`src/rtl/lc3_fetch_unit.sv`:
```
`default_nettype none
// ============================================================================
//  Module   : lc3_fetch_unit
//  Purpose  : PC register and instruction-fetch sequencer for the simplified
//             LC-3 datapath. Registers the PC select mux output on ld_pc,
//             feeds pc+1 back to the mux, and on fetch_req issues one memory
//             read at PC, latches the returned word into IR and advances PC.
//  Ports    : Clk, Reset (async, active-high)
//             fetch_req, ld_pc, pc_mux_in     - control / next-PC from mux
//             mem_ready, mem_rdata            - memory read response
//             mem_req, mem_addr               - memory read request / MAR
//             pc, pc_plus1, ir, ir_valid      - architectural state
//             fetch_busy, fetch_done, fetch_err - sequencer status
//  Config   : `define FETCH_TIMEOUT_EN to abort a FETCH after TIMEOUT_CYCLES
//             consecutive cycles without mem_ready (fetch_err pulses).
//             Without it FETCH waits indefinitely and fetch_err is tied low.
//  Revision : 1.0 - initial release
// ============================================================================
module lc3_fetch_unit #(
    parameter int               WIDTH          = 16,
    parameter logic [WIDTH-1:0] RESET_PC       = 16'h3000,
    parameter int               TIMEOUT_CYCLES = 16
) (
    input  logic             Clk,
    input  logic             Reset,
    input  logic             fetch_req,
    input  logic             ld_pc,
    input  logic [WIDTH-1:0] pc_mux_in,
    input  logic             mem_ready,
    input  logic [WIDTH-1:0] mem_rdata,
    output logic             mem_req,
    output logic [WIDTH-1:0] mem_addr,
    output logic [WIDTH-1:0] pc,
    output logic [WIDTH-1:0] pc_plus1,
    output logic [WIDTH-1:0] ir,
    output logic             ir_valid,
    output logic             fetch_busy,
    output logic             fetch_done,
    output logic             fetch_err
);

    typedef enum logic [1:0] {
        S_IDLE  = 2'd0,
        S_FETCH = 2'd1,
        S_DONE  = 2'd2
    } state_t;

    state_t state;
    state_t next_state;
    logic   timeout;

    // Wraps modulo 2^WIDTH; no carry is exported.
    assign pc_plus1   = pc + {{(WIDTH-1){1'b0}}, 1'b1};

    // Status outputs decode straight from the state register so that an
    // asynchronous reset drops mem_req without waiting for a clock edge.
    assign mem_req    = (state == S_FETCH);
    assign fetch_done = (state == S_DONE);
    assign fetch_busy = (state == S_FETCH) || (state == S_DONE);

`ifdef FETCH_TIMEOUT_EN
    localparam int CNT_W = (TIMEOUT_CYCLES > 1) ? $clog2(TIMEOUT_CYCLES) : 1;
    localparam logic [CNT_W-1:0] CNT_LAST = CNT_W'(TIMEOUT_CYCLES - 1);

    logic [CNT_W-1:0] wait_cnt;
    logic             err_pulse;

    // mem_ready on the expiry edge wins, hence the !mem_ready term.
    assign timeout   = (state == S_FETCH) && !mem_ready && (wait_cnt == CNT_LAST);
    assign fetch_err = err_pulse;

    always_ff @(posedge Clk or posedge Reset) begin
        if (Reset) begin
            wait_cnt  <= '0;
            err_pulse <= 1'b0;
        end else begin
            err_pulse <= timeout;
            // Held at zero outside FETCH so every FETCH entry starts fresh.
            if (state != S_FETCH) begin
                wait_cnt <= '0;
            end else if (!mem_ready && !timeout) begin
                wait_cnt <= wait_cnt + 1'b1;
            end
        end
    end
`else
    assign timeout   = 1'b0;
    assign fetch_err = 1'b0;
`endif

    // ------------------------------------------------------------------
    // Sequencer
    // ------------------------------------------------------------------
    always_ff @(posedge Clk or posedge Reset) begin
        if (Reset) begin
            state <= S_IDLE;
        end else begin
            state <= next_state;
        end
    end

    always_comb begin
        next_state = state;
        case (state)
            S_IDLE: begin
                if (fetch_req) begin
                    next_state = S_FETCH;
                end
            end
            S_FETCH: begin
                if (mem_ready) begin
                    next_state = S_DONE;
                end else if (timeout) begin
                    next_state = S_IDLE;
                end
            end
            S_DONE: begin
                next_state = S_IDLE;
            end
            default: begin
                next_state = S_IDLE;
            end
        endcase
    end

    // ------------------------------------------------------------------
    // Datapath registers: PC, MAR, IR
    // ------------------------------------------------------------------
    always_ff @(posedge Clk or posedge Reset) begin
        if (Reset) begin
            pc       <= RESET_PC;
            mem_addr <= RESET_PC;
            ir       <= '0;
            ir_valid <= 1'b0;
        end else begin
            case (state)
                S_IDLE: begin
                    if (ld_pc) begin
                        pc <= pc_mux_in;
                    end
                    if (fetch_req) begin
                        // A simultaneous ld_pc redirects this fetch.
                        mem_addr <= ld_pc ? pc_mux_in : pc;
                        ir_valid <= 1'b0;
                    end
                end
                S_FETCH: begin
                    if (mem_ready) begin
                        ir       <= mem_rdata;
                        pc       <= pc_plus1;
                        ir_valid <= 1'b1;
                    end
                end
                default: begin
                end
            endcase
        end
    end

endmodule
`default_nettype wire

```
`config.mk`:
```
export PLATFORM = sky130hd
export DESIGN_NAME = lc3_fetch_unit
export DESIGN_NICKNAME = d
export VERILOG_FILES = /design/src/rtl/lc3_fetch_unit.sv
export SDC_FILE = /design/constraint.sdc
export NUM_CORES = 1
export LEC_CHECK = 0
export CAP_MARGIN = 25
export CORE_UTILIZATION = 25
export CTS_BUF_LIST = sky130_fd_sc_hd__clkbuf_8 sky130_fd_sc_hd__clkbuf_16
export DETAILED_ROUTE_END_ITERATION = 10
export MAX_ROUTING_LAYER = met4
export SLEW_MARGIN = 20
export SYNTH_ARGS = -nofsm -noshare
export SYNTH_HDL_FRONTEND = slang
export SYNTH_SLANG_ARGS = --single-unit
```
`constraint.sdc`:
```
create_clock -name Clk -period 4.4 [get_ports Clk]
set_clock_uncertainty 0.05 [all_clocks]
set_input_delay 0.66 -clock Clk [delete_from_list [all_inputs] [get_ports Clk]]
set_output_delay 0.66 -clock Clk [all_outputs]
set_load 0.1 [all_outputs]
```
==> results by stage <==
Critical path:
- The maximum fanout along the worst path is 9.
- In this run the critical register-to-register path is launched from state[1].
- The launching element of the worst setup path is pc[0].
- The required time of the critical path is 3.69 ns.
- The worst setup path is launched from a flop.
- The kind of capture point of the worst setup path is an output pin.
- The setup path with the least slack is of type reg -> out.
- At the worst endpoint, the arrival time is 2.77 ns.

Clocking:
- After clock tree synthesis, the flow added hold-fix buffers numbering 0.
- The longest clock path from root to sink contains 2 buffers.
- The clock edge transition at the registers on the reported setup and hold paths is 0.11 ns.
- The number of buffers inserted by post-CTS setup repair is 0.
- The number of clock buffers added by TritonCTS is 5.
- TritonCTS built the clock tree.
- The CTS H-tree depth is 2.
- The latest clock arrival within the worst-skew pair is 0.31 ns.
- CTS saw 51 sinks.
- The clock root buffer master is clkbuf_8.
- The number of instances resized during post-cts repair is 0.

Synthesis:
- The sequential share of the synthesized area is 0.469.
- In this run, synthesis inferred 0 flip-flops with an integrated enable.
- Synthesis handed over a netlist of 300 instances.
- The async set-or-reset flop fraction in the synthesized netlist is 1.00.
- The prevailing post-synth register cell is dfrtp_1.
- The top cell type by total area after synthesis is dfrtp_1.
- By count the netlist is led by 58 x nand2_1, 47 x dfrtp_1, 30 x a21oi_1.
- The number of different library cells used by synthesis comes to 42.
- The number of synthesized register bits is 51.
- A synthesized cell averages 9.10 um^2.
- The dominant cell by count in the synthesized netlist is nand2_1.
- The synthesized netlist occupies a cell area of 2730 um^2.
- Synthesis produced a netlist with a net count of 341.
- The number of warnings reported in the yosys synthesis log is 0.
- The share of synthesized area in the top cell type comes to 0.431.
- In the post-synthesis netlist, the biggest area contributors are dfrtp_1 43%, nand2_1 8.0%, mux2i_1 7.7%.

Detailed routing:
- Summed over all layers, the routed wires come to 8630 um.
- The detail route stage leaves a number of antenna-violating nets equal to 0.
- For this run, design rule violations remaining after detail routing come to 0.
- Dividing the detail-routed via count by the number of cells gives 4.75.
- The initial DRC count is 81.
- The routed layout has 2518 vias.
- In the final routed layout, each cell accounts on average for 16.3 um.
- Before antenna repair, the detailed router went through 4 iterations.

Die:
- The number of rows created at floorplan is 37.
- The total I/O pin count is 106.
- The y dimension of the die is 107 um.
- The total core area is 10500 um^2.
- The initial standard-cell utilization of the core is 0.261.
- The floorplan die area is 11300 um^2.
- In this run the horizontal extent of the chip is 107 um.

GRT:
- The first global-routing pass estimated 13100 um of wire.
- The via count of the first global-routing pass is 2461.
- Across every metal layer, demand over resource in global routing totals 0.156.
- The largest net degree at the start of global routing is 33.
- The number of antenna violations at the first check in global routing came to 0.
- Global routing finished with a remaining overflow of 0.

Timing:
- The total count of hold-check failures in the final report is 0.
- The final count of pins violating max slew is 0.
- In the finished design, the share of the clock period the worst path needs comes to 0.791.
- The maximum achievable frequency is 287 MHz.
- Hold timing on the final database bottoms out at a slack of 0.438 ns.
- For the pin with the worst max-slew slack, the measured transition is 1.02 ns.
- Setup violations remaining at the end of the flow were counted as 0.
- The worst path meets setup with 0.920 ns of slack.
- The worst slew margin relative to its limit is 0.316.
- Setup repair after global routing left no endpoint under its margin.
- Setup total negative slack on the finished layout was measured at 0 ns.
- The final period demand of the worst path is 3.48 ns.

Hold path:
- The start point of the worst hold path is ir[8].
- The path class of the tightest hold or removal check is reg -> reg.

Layout:
- The area used by multi-input combinational logic is 1310 um^2.
- The post-route standard cell area excluding fillers is 3970 um^2.
- The fraction of layout instances using a drive strength above 1 is 0.0812.
- The antenna diode count is 0.
- Relative to the synthesized area, the layout overhead comes to 45.5%.
- Registers take 1280 um^2.
- The net count of the finished layout is 434.
- The total of fill cells in the finished design is 1093.

Place:
- At the end of routability-driven placement, the weighted congestion stood at 0.838.
- OpenSTA, run right after detailed placement, puts the worst setup slack at 1.29 ns.
- Buffers placed on the I/O ports in this run total 104.
- Summing all placed instances gives a cell area of 3880 um^2.
- The sum of net half-perimeters after detailed placement is 6400 um.

Run:
- The count of max-cap constraint violations is 0.

Run status:
- The run finished with clean final reports.
==> sequential cells by signal (all words and copies together) (netlist names) <==
register  flops
ir_valid      1
pc           16
state         2
mem_addr     16
ir           16
==> path summary, 6_finish.rpt <==
kind                                 to  slack, ns  cells past startpoint
hold reg to reg                   ir[8]       0.44                      2
min in group asynchronous        ir[14]       0.47                      2
hold / removal                    ir[8]       0.44                      2
setup reg to reg                 pc[10]       1.96                      7
setup / recovery            pc_plus1[4]       0.92                      4
max in group asynchronous  mem_addr[12]       3.21                      4
==> worst max-delay path, cell delays in order, from the launching register on <==
cell and delay [ns]:
dfrtp_1 0.55, ha_1 0.31, nand3_1 0.24, xnor2_1 0.20, clkdlybuf4s50_1 1.15
==> kinds of logic after synthesis <==
kind of cell,synth area share
buffers and inverters,0.0522
and+or+nand+nor,0.210
muxes,0.0770
AOI/OAI and AO/OA,0.127
xor gates and xnor gates,0.0449
other,0.00137
DFF,0.469
adders and majority gates,0.0183
==> metal layers <==
metal | up-vias | part of all wire | global-route usage
li1 | 1211 | - | -
met1 | 1184 | 0.46 | 0.198
met2 | 113 | 0.45 | 0.248
met3 | 10 | 0.071 | 0.0380
met4 | 0 | 0.016 | 0.0401
met5 | - | 0 | -
==> placed cells by master (no fill, tap or decap), types with 5 or more instances in the layout <==
cell / count
and3_1: 6
o21ai_0: 6
clkdlybuf4s50_1: 96
buf_4: 11
nor2_1: 24
dfrtp_1: 47
inv_1: 7
nand3_1: 6
xnor2_1: 6
xor2_1: 8
a21oi_1: 30
nand2_1: 58
nand4_1: 5
mux2i_1: 21
clkbuf_8: 5
o22ai_1: 7
==> area by class of cell <==
class,count,share of cell area
multi-input combinational,218,0.329
sequential,51,0.323
timing repair buffer,109,0.275
tap,136,0.0428
clock buffer,5,0.0173
inverter,8,0.00756
clock inverter,3,0.00599
==> through the flow <==
stage / util / cells
finish: 0.380 / 530
global route: 0.380 / 530
CTS: 0.380 / 530
detailed placement: 0.371 / 522
global placement: 0.366 / 520
floorplan: - / 300
Power is not shown: default switching activity piles up to over one toggle a cycle in this logic, so the estimate is an artifact.
